### src/rtl/frame_ber_monitor.sv
// Frame-level bit-error-rate monitor.
// Tracks frame lock with a HUNT/CONFIRM/LOCKED/FLYWHEEL state machine driven by
// per-frame error counts. While locked, it accumulates total bit errors and
// errored-frame counts over a window of WIN frames and publishes the totals
// when each window completes.
//
// Handshake: Frame_Valid is a one-cycle strobe with no back-pressure. Every
// cycle with Frame_Valid=1 carries exactly one frame's Error_Count. Cycles
// without the strobe leave all state and outputs unchanged, except Win_Done,
// which is a one-cycle pulse.
module frame_ber_monitor #(
    parameter int FL      = 104,
    parameter int GOOD_TH = 3,
    parameter int N_GOOD  = 4,
    parameter int N_BAD   = 3,
    parameter int WIN     = 64
) (
    input  logic        Clock,
    input  logic        nReset,
    input  logic        nClear,
    input  logic        Frame_Valid,
    input  logic [6:0]  Error_Count,
    output logic        Lock,
    output logic [1:0]  Lock_State,
    output logic [12:0] Win_Errors,
    output logic [6:0]  Win_Frame_Errors,
    output logic        Win_Done
);

    typedef enum logic [1:0] {
        HUNT     = 2'd0,
        CONFIRM  = 2'd1,
        LOCKED   = 2'd2,
        FLYWHEEL = 2'd3
    } state_t;

    localparam logic [6:0] FL_C       = 7'(FL);
    localparam logic [6:0] GOOD_TH_C  = 7'(GOOD_TH);
    localparam logic [3:0] N_GOOD_C   = 4'(N_GOOD);
    localparam logic [3:0] N_BAD_C    = 4'(N_BAD);
    localparam logic [6:0] WIN_LAST_C = 7'(WIN - 1);

    state_t      state_q;
    logic [3:0]  run_q;
    logic [6:0]  win_cnt_q;
    logic [12:0] acc_err_q;
    logic [6:0]  acc_ferr_q;
    logic [12:0] win_err_q;
    logic [6:0]  win_ferr_q;
    logic        win_done_q;

    logic        frame_bad;
    logic        locked;
    logic [3:0]  run_inc;
    logic        hunt_entry;
    logic        win_last;
    logic [6:0]  win_cnt_d;
    logic [12:0] acc_err_d;
    logic [6:0]  acc_ferr_d;

    // Frame classification, running sums and the "dropping into HUNT" condition.
    always_comb begin
        frame_bad  = (Error_Count > GOOD_TH_C) || (Error_Count > FL_C);
        locked     = (state_q == LOCKED) || (state_q == FLYWHEEL);
        run_inc    = run_q + 4'd1;
        hunt_entry = Frame_Valid && frame_bad &&
                     ((state_q == CONFIRM) ||
                      ((state_q == FLYWHEEL) && (run_inc == N_BAD_C)));
        win_last   = (win_cnt_q == WIN_LAST_C);
        win_cnt_d  = win_cnt_q + 7'd1;
        acc_err_d  = acc_err_q + {6'd0, Error_Count};
        acc_ferr_d = acc_ferr_q + {6'd0, (Error_Count != 7'd0)};
    end

    // Lock state machine: run_q counts consecutive good frames in CONFIRM and
    // consecutive bad frames in FLYWHEEL.
    always_ff @(posedge Clock or negedge nReset) begin
        if (!nReset) begin
            state_q <= HUNT;
            run_q   <= 4'd0;
        end else if (!nClear) begin
            state_q <= HUNT;
            run_q   <= 4'd0;
        end else if (Frame_Valid) begin
            case (state_q)
                HUNT: begin
                    if (!frame_bad) begin
                        state_q <= CONFIRM;
                        run_q   <= 4'd1;
                    end
                end
                CONFIRM: begin
                    if (frame_bad) begin
                        state_q <= HUNT;
                        run_q   <= 4'd0;
                    end else if (run_inc == N_GOOD_C) begin
                        state_q <= LOCKED;
                        run_q   <= 4'd0;
                    end else begin
                        run_q   <= run_inc;
                    end
                end
                LOCKED: begin
                    if (frame_bad) begin
                        state_q <= FLYWHEEL;
                        run_q   <= 4'd1;
                    end
                end
                FLYWHEEL: begin
                    if (!frame_bad) begin
                        state_q <= LOCKED;
                        run_q   <= 4'd0;
                    end else if (run_inc == N_BAD_C) begin
                        state_q <= HUNT;
                        run_q   <= 4'd0;
                    end else begin
                        run_q   <= run_inc;
                    end
                end
                default: begin
                    state_q <= HUNT;
                    run_q   <= 4'd0;
                end
            endcase
        end
    end

    // Window accumulation while locked. The frame that drops lock is still
    // counted and may complete a window; the partial window is then discarded.
    always_ff @(posedge Clock or negedge nReset) begin
        if (!nReset) begin
            win_cnt_q  <= 7'd0;
            acc_err_q  <= 13'd0;
            acc_ferr_q <= 7'd0;
            win_err_q  <= 13'd0;
            win_ferr_q <= 7'd0;
            win_done_q <= 1'b0;
        end else if (!nClear) begin
            win_cnt_q  <= 7'd0;
            acc_err_q  <= 13'd0;
            acc_ferr_q <= 7'd0;
            win_err_q  <= 13'd0;
            win_ferr_q <= 7'd0;
            win_done_q <= 1'b0;
        end else begin
            win_done_q <= 1'b0;
            if (Frame_Valid && locked) begin
                if (win_last) begin
                    win_err_q  <= acc_err_d;
                    win_ferr_q <= acc_ferr_d;
                    win_done_q <= 1'b1;
                    win_cnt_q  <= 7'd0;
                    acc_err_q  <= 13'd0;
                    acc_ferr_q <= 7'd0;
                end else begin
                    win_cnt_q  <= win_cnt_d;
                    acc_err_q  <= acc_err_d;
                    acc_ferr_q <= acc_ferr_d;
                end
            end
            if (hunt_entry) begin
                win_cnt_q  <= 7'd0;
                acc_err_q  <= 13'd0;
                acc_ferr_q <= 7'd0;
            end
        end
    end

    assign Lock             = locked;
    assign Lock_State       = state_q;
    assign Win_Errors       = win_err_q;
    assign Win_Frame_Errors = win_ferr_q;
    assign Win_Done         = win_done_q;

endmodule

### config.mk
export PLATFORM = sky130hd
export DESIGN_NAME = frame_ber_monitor
export DESIGN_NICKNAME = d
export VERILOG_FILES = /design/src/rtl/frame_ber_monitor.sv
export SDC_FILE = /design/constraint.sdc
export NUM_CORES = 1
export LEC_CHECK = 0
export CAP_MARGIN = 15
export CORE_MARGIN = 2
export CORE_UTILIZATION = 45
export CTS_BUF_LIST = sky130_fd_sc_hd__clkbuf_4
export CTS_CLUSTER_SIZE = 10
export DETAILED_ROUTE_END_ITERATION = 6
export PLACE_DENSITY_LB_ADDON = 0.3
export REMOVE_ABC_BUFFERS = 1
export SETUP_SLACK_MARGIN = 0.3
export SYNTH_ARGS = -nofsm -noshare
export SYNTH_HDL_FRONTEND = slang
export SYNTH_SLANG_ARGS = --single-unit
### constraint.sdc
create_clock -name Clock -period 3 [get_ports Clock]
set_clock_uncertainty 0.05 [all_clocks]
set_input_delay 0.3 -clock Clock [delete_from_list [all_inputs] [get_ports Clock]]
set_output_delay 0.3 -clock Clock [all_outputs]
set_load 0.02 [all_outputs]
* Word-level counts from Yosys, hierarchy flattened
Cells that the tools add are included.
** Storage, ports and cells
- Register bits :: 54
- Input port bits :: 11
- Output and inout port bits :: 24
- Word-level logic and storage cells :: 79
** Operators by class
- Add/subtract/negate cells :: 4
- Order comparisons :: 2
- Equality and inequality tests :: 14
- Mux-type cells :: 39
- Reductions and logical operators :: 12
** Operators with widths (number)
- 2-to-1 mux 13 bit :: 7
- 2-to-1 mux 7 bit :: 11
- 2-to-1 mux 4 bit :: 8
- 2-to-1 mux 2 bit :: 8
- case mux 4 bit (4 select lines) :: 1
- adder 13 x 7 -> 13 bit :: 1
- != test 4 x 3 -> 1 bit, second input constant :: 2
- case mux 2 bit (4 select lines) :: 1
- adder 7 x 1 -> 7 bit :: 1
- adder 7 x 1 -> 7 bit, second input constant :: 1
- == test 7 x 6 -> 1 bit, second input constant :: 1
- > comparator 7 x 2 -> 1 bit, second input constant :: 1
- > comparator 7 bit, second input constant :: 1
- nonzero test 7 bit :: 1
- != test 2 x 1 -> 1 bit, second input constant :: 3
- != test 3 bit, second input constant :: 2
- AND reduction 5 bit :: 1
- adder 4 x 1 -> 4 bit, second input constant :: 1
- == test 2 bit, second input constant :: 2
- == test 4 x 2 -> 1 bit, second input constant :: 1
- == test 4 x 3 -> 1 bit, second input constant :: 1
- logical AND 1 bit :: 4
- logical OR 1 bit :: 3
- 2-to-1 mux 1 bit :: 3
- other kinds (5) :: 5

* Longest topological paths before layout
Gate-level depths: netlist of run 1.
- Depth after elaboration :: 7
- Gate-level depth with buffers :: 11
- Depth with buffers taken out :: 10

* Least setup slack after synthesis of run 1
Ideal clock, no wire load.
- Path kind :: input to register
- Start point :: in Error_Count[5]
- End point :: reg acc_ferr_q[6]
- Setup time :: 0.121 ns
- Arrival time :: 2.075 ns
- Required time :: 2.829 ns
- Slack :: 0.754 ns
- Cell stages on the path :: 10
- Buffers on the path :: 1
- Cells stage by stage :: or4_1 -> buf_2 -> nor2_1 -> nand2_1 -> ha_1 -> ha_1 -> nand3_1 -> nor2_1 -> xor2_1 -> a22o_1
** Between the ends
- Cells in the longest elaborated chain, start to end :: 6
- Elaborated cells between the ends (all ways) :: 12
- Classes of those cells :: add/sub (1); order compare (2); eq/ne (1); mux (4); reduce/logical (4)
** Ends and longest elaborated chain
- start, declared :: line 22 : input logic [6:0] Error_Count,
- nonzero test 7 bit, or another cell as far along :: line 72 : acc_ferr_d = acc_ferr_q + {6'd0, (Error_Count != 7'd0)};
- adder 7 x 1 -> 7 bit / logical OR 1 bit (equally long branches) :: line 72, 63
- 2-to-1 mux 7 bit / logical AND 1 bit (equally long branches) :: line 148, 66
- 2-to-1 mux 7 bit / logical AND 1 bit (equally long branches) :: line 147, 66
- 2-to-1 mux 7 bit :: line 161 : if (hunt_entry) begin
- 2-to-1 mux 7 bit :: line 138 : end else if (!nClear) begin
- end signal, assigned :: line 158 : acc_ferr_q <= acc_ferr_d;
- end, declared :: line 47 : logic [6:0] acc_ferr_q;
Several ways; a longest one is shown, not always the timed one. The select of a mux whose other input is x is not followed.
A chain may end at the register's enable or synchronous reset.

* Final worst setup path of run 1
- Start point :: in Error_Count[5]
- End point :: reg win_ferr_q[6], in the netlist Win_Frame_Errors[6]
** Between the ends
- Cells in the longest elaborated chain, start to end :: 5
** Ends and longest elaborated chain
- nonzero test 7 bit :: line 72
- adder 7 x 1 -> 7 bit :: line 72
- 2-to-1 mux 7 bit :: line 148 : if (win_last) begin
- 2-to-1 mux 7 bit :: line 147 : if (Frame_Valid && locked) begin
- 2-to-1 mux 7 bit :: line 138
- end signal, assigned :: line 150 : win_ferr_q <= acc_ferr_d;
- end, declared :: line 49 : logic [6:0] win_ferr_q;
Every way passes these cells. The select of a mux whose other input is x is not followed.

==> flow_summary.toml, run 1 <==
[min_path]
hold_class = "input pin to asynchronous set/reset pin"

[yosys]
synth-edff-count = 0
ys.flop_type = "dfrtp_1"
synthCells = 310
syn-mean-instance-area_um2 = 9.606
synth-seq-area-share = 0.4538
synthArstFlopShare = 1.000
yosys_warnings = 0
netlist_area_mm2 = 0.002978
synth.ff_latch_count = 54
ys_types = 50

[setup_path]
start_kind = "input pin"
crit_start = "Error_Count[5]"
crit_fanout = 4
cp_slowest_stage_delay_ns = 0.56
cpLargestDelayFamily = "simple AND/OR/NAND/NOR gates"
cpMaxStageDelayCell = "or4_1"
worstPathArrival_ns = 2.70
r2r_start = "acc_err_q[0]$_DFFE_PN0P_"
crit_top_cell = "nor2_1"
crit_path_end_kind = "flop"
critical_path_buf_inv_count = 1
worstPathCellList = "clkdlybuf4s50_1 > or4_1 > nor2_1 > nand2_1 > ha_1 > ha_1 > nand3_1 > nor2_1 > xor2_1 > nor2_1 > nor3_1"
path_class = "input pin to flop"
crit_required_ns = 3.26

[cells_and_area]
final_cell_count_no_fill = 427
ff_latch_area_mm2 = 0.001351
syn2layout_area_growth_pct = 18.40
layout-drive-gt1-share = 0.08286
fillers = 592
fin_nets = 373
multi_input_area_mm2 = 0.001523
antennaDiodeCount = 0
stdcell_area_mm2 = 0.003526

[cts]
htreeDepth = 2
cts_tree = "done"
cts_inserted_buffers = 5
postCtsResizedCells = 0
root_buffer = "clkbuf_4"
cts.sinks = 54
cts.clk_slew.worst_paths_ns = 0.18
clockBufferDepth = 2
clk_latency_ns = 0.39

[floorplanning]
dieWidth_um = 85.35
initial_core_util = 0.4663
core_mm2 = 0.006386
ios = 35
dieArea_mm2 = 0.007284
die_y_um = 85.35
num_rows = 29

[place]
dp_cells = 418
io_buffers = 34
postPlaceCellArea_mm2 = 0.003430
place.gp.congestion = 0.8387
place_ws_ns = 0.1927
hpwl_um = 5056

[run_status]
outcome = "completed"

[route]
drt_iter0_drc = 170
drc = 0
ant_nets = 0
wl_per_cell_um = 16.29
drt-total-wl_um = 6955
via_per_inst = 5.738
dr_total_vias = 2450
dr.pass1.iters = 4

[sta]
finalMaxSlewViolations = 0
period_share = 0.8136
period_needed_ns = 2.441
setup_viol = 0
fmax_mhz = 409.7
fin_ws_ns = 0.5593
maxSlewHeadroom = 0.6074
fin_tns_setup_ns = 0
hold_violations = 0
tightest_slew_ns = 0.5883
grt_setup_unrepaired = "false"

[pwr]
vdd_ir_drop_max_mv = 0.1872
p_leak_nw = 1.598
fin_total_pwr_mw = 1.330
powerDensity_mw_per_mm2 = 377.2

[grt]
grt_pass1_vias = 2388
antenna_found_initial = 0
grt_max_degree = 30
grt_pass1_wl_um = 11870
overflow = 0
grt_use_total = 0.2031

[job]
maxCapViolCount = 0
## per-layer routing
metal / up-vias / wire [µm] / track usage
met1: 1172 / 3324 / 0.2910
met5: - / 0 / 0
met2: 50 / 3260 / 0.3175
met3: 7 / 304 / 0.03599
met4: 0 / 66 / 0.05772
li1: 1221 / - / -
## final cells by class
type | count | share of cell area
inverter | 7 | 0.007452
sequential | 54 | 0.3833
tap | 77 | 0.02732
clock buffer | 5 | 0.01065
clock inverter | 3 | 0.01384
multi-input combinational | 233 | 0.4319
timing repair buffer | 48 | 0.1256
## timing repair
action | CTS | global route
buffers inserted | 0 | 0
hold buffers | 1 | 0
hold endpoints to repair | 54 | 0
endpoints found under the setup margin | 0 | 0
## cell families (layout without fill, tap and decap cells)
kind of cell               Yosys count  in the layout  share of synthesized area
xor gates and xnor gates            15             15                    0.04412
adders and majority gates           13             13                    0.05714
AOI/OAI and AO/OA                  102            102                     0.2366
and+or+nand+nor                    103            103                     0.1718
DFF                                 54             54                     0.4538
buffers and inverters               23             63                    0.03655
## per-stage QoR
stage                     utilization  hold WS (ns)
after detailed placement       0.5370        0.2843
after floorplan                     -      -0.04559
after CTS                      0.5521        0.3906
after global placement         0.5370        0.2826
final                          0.5521        0.3795
after global routing           0.5521        0.3983
## report_power, final
group / switching, mW / total [mW] / internal, mW
Clock: 0.251 / 0.432 / 0.181
Combinational: 0.0898 / 0.144 / 0.0545
Sequential: 0.0174 / 0.753 / 0.736
## placed cells by master (no fill, tap or decap), types with 12 or more instances in the layout
cell type | netlist | final
a21oi_1 | 21 | 21
nor2_1 | 18 | 18
buf_4 | 2 | 13
nand3_1 | 15 | 15
dfrtp_1 | 54 | 54
nand2_1 | 30 | 30
clkdlybuf4s50_1 | 0 | 33
xor2_1 | 12 | 12
o21ai_0 | 21 | 21
ha_1 | 12 | 12
## worst min-delay path, cell delays in order
cell and delay, ns:
dlygate4sd3_1 0.52, buf_2 0.11, buf_4 0.31
## flip-flops by register name, summed over array words and instances (netlist names)
name	cells
Lock_State	2
Win_Done	1
Win_Errors	13
Win_Frame_Errors	7
acc_err_q	13
acc_ferr_q	7
run_q	4
win_cnt_q	7
## cells in the mapped netlist, types with 4 or more instances
cell type | n | area [µm²]
a31oi_1 | 7 | 43.79
a211o_1 | 6 | 52.55
nor2_1 | 18 | 67.56
a21oi_1 | 21 | 105.1
xor2_1 | 12 | 105.1
and3_1 | 10 | 62.56
o211ai_1 | 4 | 30.03
o21a_1 | 5 | 37.54
o21ai_0 | 21 | 105.1
a211oi_1 | 4 | 30.03
dfrtp_1 | 54 | 1351
inv_1 | 7 | 26.28
ha_1 | 12 | 150.1
o2bb2ai_1 | 4 | 35.03
nor3_1 | 11 | 55.05
a22o_1 | 9 | 78.83
nand3_1 | 15 | 75.07
nand2_1 | 30 | 112.6
clkbuf_1 | 10 | 37.54
## final timing paths
check | cells past startpoint | slack, ns | end
max | 11 | 0.56 | Win_Frame_Errors[6]$_DFFE_PN0P_
min | 3 | 0.38 | acc_err_q[3]$_DFFE_PN0P_
max reg2reg | 8 | 0.64 | acc_err_q[12]$_DFFE_PN0P_
min reg2reg | 1 | 0.47 | win_cnt_q[3]$_DFFE_PN0P_
max in group asynchronous | 3 | 2.24 | win_cnt_q[6]$_DFFE_PN0P_
min in group Clock | 1 | 0.47 | win_cnt_q[3]$_DFFE_PN0P_
Note: power is estimated with default switching activity, not from simulation.
==> inputs of run 2 (changes only) <==
==> constraint.sdc (replaced) <==
create_clock -name Clock -period 2.46 [get_ports Clock]
set_clock_uncertainty 0.05 [all_clocks]
set_input_delay 0.246 -clock Clock [delete_from_list [all_inputs] [get_ports Clock]]
set_output_delay 0.246 -clock Clock [all_outputs]
set_load 0.02 [all_outputs]
==> run 2 against run 1 <==
Net effect:
- worst hold slack got worse by 0.16 ns
- global-route usage increased by 0.66 points
- sequential share of layout area decreased by 3.1 points
- clock power increased by 23%
- total power increased by 26%
- sequential cell count unchanged
- first-iteration DRC count decreased by 19%
- via count increased by 5.8%
- count of clock-buffer cells in the layout unchanged
- critical endpoint is now acc_err_q[6]$_DFFE_PN0P_
- highest routed layer unchanged
==> flow_summary.toml, run 2 (same netlist as run 1, synthesis figures left out) <==
[cts]
cts_tree = "done"
clk_latency_ns = 0.40
clockBufferDepth = 2
cts.sinks = 54
htreeDepth = 2
root_buffer = "clkbuf_4"
cts.clk_slew.worst_paths_ns = 0.18
cts_inserted_buffers = 5

[pwr]
internal-power_mw = 1.219
vdd_ir_drop_max_mv = 0.2644
p_sw_frac = 0.2734
p_switching_mw = 0.4586
clockPowerShare = 0.318
p_leak_nw = 1.787
combinationalPowerShare = 0.135
fin_total_pwr_mw = 1.677
powerDensity_mw_per_mm2 = 435.5
p_seq_frac = 0.547

[grt]
grt_busiest_layer = "met2"
grt_pass1_wl_um = 12080
met2_usage = 0.3196
grt_use_met3 = 0.04280
grt_use_total = 0.2097
antenna_found_initial = 0
grt_max_degree = 22
overflow = 0
met1_usage = 0.2896
grt_pass1_vias = 2532

[cells_and_area]
syn2layout_area_growth_pct = 29.33
most-common-layout-cells = "dfrtp_1 (51), buf_4 (41), nand2_1 (30), clkdlybuf4s50_1 (29), o21ai_0 (20)"
final_cell_count_no_fill = 457
final_util = 0.6031
layout-drive-gt1-share = 0.2105
antennaDiodeCount = 0
fin_nets = 403
layout.cells.most_common = "dfrtp_1"
fillers = 539
stdcell_area_mm2 = 0.003851

[sta]
period_needed_ns = 2.157
setup_viol = 0
grt_setup_unrepaired = "true"
maxSlewHeadroom = 0.7159
whs_ns = 0.2154
period_share = 0.8770
tightest_slew_ns = 0.4261
finalMaxSlewViolations = 0
fmax_mhz = 463.5
hold_violations = 0

[place]
place.gp.congestion = 0.8681
hpwl_um = 5240
postPlaceCellArea_mm2 = 0.003607
dp_cells = 440
io_buffers = 34

[job]
maxCapViolCount = 0

[floorplanning]
die_y_um = 85.35
num_rows = 29
dieWidth_um = 85.35
initial_core_util = 0.4663
ios = 35
core_mm2 = 0.006386
dieArea_mm2 = 0.007284

[setup_path]
start_kind = "flop"
path_class = "flop to flop"
r2r_end = "acc_err_q[6]$_DFFE_PN0P_"
reg2reg_depth = 9
regToRegSetupSlack_ns = 0.30
worstPathArrival_ns = 2.41
crit_path_end_kind = "flop"
r2r_start = "acc_err_q[0]$_DFFE_PN0P_"
crit_fanout = 4
crit_required_ns = 2.72

[route]
drt-total-wl_um = 7292
dr_total_vias = 2593
wl_per_cell_um = 15.96
dr.pass1.iters = 5
drt_iter0_drc = 138
via_per_inst = 5.674
ant_nets = 0
drc = 0

[min_path]
hold_class = "input pin to asynchronous set/reset pin"

[run_status]
outcome = "completed"
==> run 2: worst max-delay path by stage <==
stage | to | startpoint | depth (start not counted) | slack (ns)
after floorplan | Win_Errors[6]$_DFFE_PN0P_ | Lock_State[1]$_DFFE_PN0P_ | 4 | -0.29
after global placement | run_q[2]$_DFFE_PN0P_ | Error_Count[5] | 7 | -0.12
after detailed placement | acc_ferr_q[6]$_DFFE_PN0P_ | Error_Count[5] | 10 | -0.18
after CTS | acc_err_q[10]$_DFFE_PN0P_ | acc_err_q[0]$_DFFE_PN0P_ | 8 | 0.29
after global routing | acc_err_q[6]$_DFFE_PN0P_ | acc_err_q[0]$_DFFE_PN0P_ | 9 | 0.22
final | acc_err_q[6]$_DFFE_PN0P_ | acc_err_q[0]$_DFFE_PN0P_ | 9 | 0.30
==> run 2: what timing repair did <==
action	CTS	global route
pin swaps	3	17
endpoints found under the hold margin	15	0
hold buffers	1	0
gates cloned	0	0
resized for setup	7	21
setup endpoints to repair	9	27
buffers inserted	0	8
==> run 2: metrics by stage <==
step | setup slack, ns | setup TNS, ns
after floorplan | -0.2877 | -3.755
after global placement | -0.1202 | -2.113
after detailed placement | -0.1769 | -2.616
after CTS | 0.2942 | 0
after global routing | 0.2246 | 0
final | 0.3027 | 0
==> run 2: power groups by stage <==
stage                     Combinational, mW  Sequential [mW]  Clock (mW)
final                                 0.227            0.917       0.533
after global routing                  0.249            0.919       0.578
after CTS                             0.207            0.920       0.545
after detailed placement              0.203            0.935           0
after global placement                0.202            0.935           0
after floorplan                      0.0787            0.936           0
==> run 2: layer usage <==
| metal | routed length [µm] | up-vias |
|---|---|---|
| li1 | - | 1277 |
| met1 | 3328 | 1240 |
| met2 | 3478 | 60 |
| met3 | 319 | 16 |
| met4 | 165 | 0 |
| met5 | 0 | - |
==> run 2: layout make-up <==
cell class              instances  area [µm²]  share of cell area
well taps                      77       96.34             0.02502
repair buffers                 78       690.7              0.1793
clock inverters                 3       47.55             0.01235
clock buffers                   5       37.54            0.009747
flip-flops and latches         54        1355              0.3519
inverters                       7       26.28            0.006823
multi-input cells             233        1598              0.4149
==> run 2: critical path, stage by stage (launching register included) <==
cell and delay (ns):
dfrtp_1 0.43, ha_2 0.19, inv_2 0.06, fa_2 0.21, nor2b_2 0.05, o31a_1 0.32
buf_4 0.15, o21a_1 0.18, o21a_1 0.20, o31ai_2 0.22
==> inputs of run 3 (changes only) <==
--- a/config.mk
+++ b/config.mk
@@ -13,7 +13,6 @@
 export DETAILED_ROUTE_END_ITERATION = 6
 export PLACE_DENSITY_LB_ADDON = 0.3
 export REMOVE_ABC_BUFFERS = 1
-export SETUP_SLACK_MARGIN = 0.3
 export SYNTH_ARGS = -nofsm -noshare
 export SYNTH_HDL_FRONTEND = slang
 export SYNTH_SLANG_ARGS = --single-unit
==> run 3 against run 2 <==
Net effect:
- combinational power shrank 9.7%
- via count grew 0.12%
- first-iteration DRC count grew 29%
- global-route usage shrank 0.16 points
- worst setup slack lost 0.14 ns
- sequential cell count is the same
- die area is the same
- clock power shrank 0.9%
- total power shrank 1.5%
- sequential share of layout area grew 1.3 points
- cell count shrank 1.8%
- largest power group unchanged
- highest routed layer unchanged
==> flow_summary.toml, run 3 (same netlist as run 1, synthesis figures left out) <==
[cells_and_area]
final_cell_count_no_fill = 449
syn2layout_area_growth_pct = 24.33
most-common-layout-cells = "dfrtp_1 (54), buf_4 (34), clkdlybuf4s50_1 (33), nand2_1 (30)"
layout-drive-gt1-share = 0.1371
layout.cells.most_common = "dfrtp_1"
antennaDiodeCount = 0
fin_nets = 395
fillers = 560
final_util = 0.5797

[setup_path]
crit_fanout = 16
crit_path_end_kind = "flop"
cp_slowest_stage_delay_ns = 0.50
worstPathArrival_ns = 2.54
r2r_start = "run_q[0]$_DFFE_PN0P_"
cpLargestDelayFamily = "simple AND/OR/NAND/NOR gates"
worstPathCellList = "ha_1 > nor4b_1 > a31o_2 > a21boi_1 > buf_4 > and3_1 > a211o_1"
critical_path_buf_inv_count = 1
crit_start = "run_q[0]$_DFFE_PN0P_"
start_kind = "flop"
path_class = "flop to flop"
crit_required_ns = 2.70
cpMaxStageDelayCell = "dfrtp_1"

[run_status]
outcome = "completed"

[route]
drt_iter0_drc = 178
via_per_inst = 5.782
drc = 0
dr_total_vias = 2596
dr.pass1.iters = 4
wl_per_cell_um = 15.93
ant_nets = 0
drt-total-wl_um = 7152

[floorplanning]
ios = 35
core_mm2 = 0.006386
num_rows = 29
dieArea_mm2 = 0.007284
die_y_um = 85.35
dieWidth_um = 85.35
initial_core_util = 0.4663

[cts]
cts_setup_buffers = 0
cts.sinks = 54
root_buffer = "clkbuf_4"
cts_inserted_buffers = 5
clockBufferDepth = 2
htreeDepth = 2
cts.clk_slew.worst_paths_ns = 0.18
clk_latency_ns = 0.39
cts_tree = "done"

[pwr]
p_sw_frac = 0.2699
fin_total_pwr_mw = 1.652
p_seq_frac = 0.556
powerDensity_mw_per_mm2 = 446.1
combinationalPowerShare = 0.124
vdd_ir_drop_max_mv = 0.2609
p_leak_nw = 1.711
internal-power_mw = 1.206
p_switching_mw = 0.4457
clockPowerShare = 0.319

[place]
io_buffers = 34
dp_cells = 440
hpwl_um = 5240
place.gp.congestion = 0.8681
place_ws_ns = -0.1769

[grt]
grt_use_met3 = 0.03794
grt_max_degree = 22
met2_usage = 0.3203
antenna_found_initial = 0
overflow = 0
grt_pass1_wl_um = 12000
grt_busiest_layer = "met2"
grt_use_total = 0.2080
grt_pass1_vias = 2506
met1_usage = 0.2909

[job]
maxCapViolCount = 0

[min_path]
hold_class = "input pin to asynchronous set/reset pin"

[sta]
grt_setup_unrepaired = "false"
maxSlewHeadroom = 0.7149
finalMaxSlewViolations = 0
tightest_slew_ns = 0.4276
fin_ws_ns = 0.1592
fmax_mhz = 434.6
hold_violations = 0
whs_ns = 0.2174
period_needed_ns = 2.301
period_share = 0.9353
setup_viol = 0
-- run 3: final timing paths --
path / slack, ns / cells after the start / endpoint
max reg2reg: 0.16 / 7 / acc_err_q[10]$_DFFE_PN0P_
max: 0.16 / 7 / acc_err_q[10]$_DFFE_PN0P_
min in group Clock: 0.48 / 1 / acc_err_q[2]$_DFFE_PN0P_
min reg2reg: 0.48 / 1 / acc_err_q[2]$_DFFE_PN0P_
max in group asynchronous: 1.52 / 3 / Win_Frame_Errors[6]$_DFFE_PN0P_
min: 0.22 / 2 / Win_Errors[2]$_DFFE_PN0P_
-- run 3: cell type report --
| type | count | area [µm²] | area share |
|---|---|---|---|
| clock buffer | 5 | 37.54 | 0.01014 |
| clock inverter | 3 | 47.55 | 0.01284 |
| inverter | 7 | 26.28 | 0.007097 |
| multi-input combinational | 233 | 1523 | 0.4113 |
| sequential | 54 | 1351 | 0.3650 |
| tap | 77 | 96.34 | 0.02602 |
| timing repair buffer | 70 | 620.6 | 0.1676 |
-- run 3: worst reg2reg max path, stage by stage, from the launching register on --
cell,delay [ns]
dfrtp_1,0.50
ha_1,0.28
nor4b_1,0.42
a31o_2,0.21
a21boi_1,0.09
buf_4,0.21
and3_1,0.18
a211o_1,0.26
-- run 3: per-layer routing --
metal  share of wire  vias to the layer above
met5               0                        -
met4           0.023                        0
met3           0.044                       16
met2            0.47                       72
met1            0.46                     1248
li1                -                     1260
-- run 3: per-stage QoR --
step / cell area [µm²] / setup TNS (ns)
final: 3702 / 0
after global routing: 3702 / 0
after CTS: 3702 / 0
after detailed placement: 3607 / -2.616
after global placement: 3607 / -2.113
after floorplan: 2895 / -3.755
-- run 3: timing repair --
item,4_1_cts,5_1_grt
hold buffers,1,0
gates resized for setup,0,0
hold endpoints to repair,15,0
-- run 3: power groups by stage --
stage	clock network, mW	registers [mW]	logic, mW
global route	0.580	0.923	0.225
CTS	0.545	0.919	0.205
global placement	0	0.935	0.202
finish	0.528	0.919	0.205
detailed placement	0	0.935	0.203
floorplan	0	0.936	0.0787
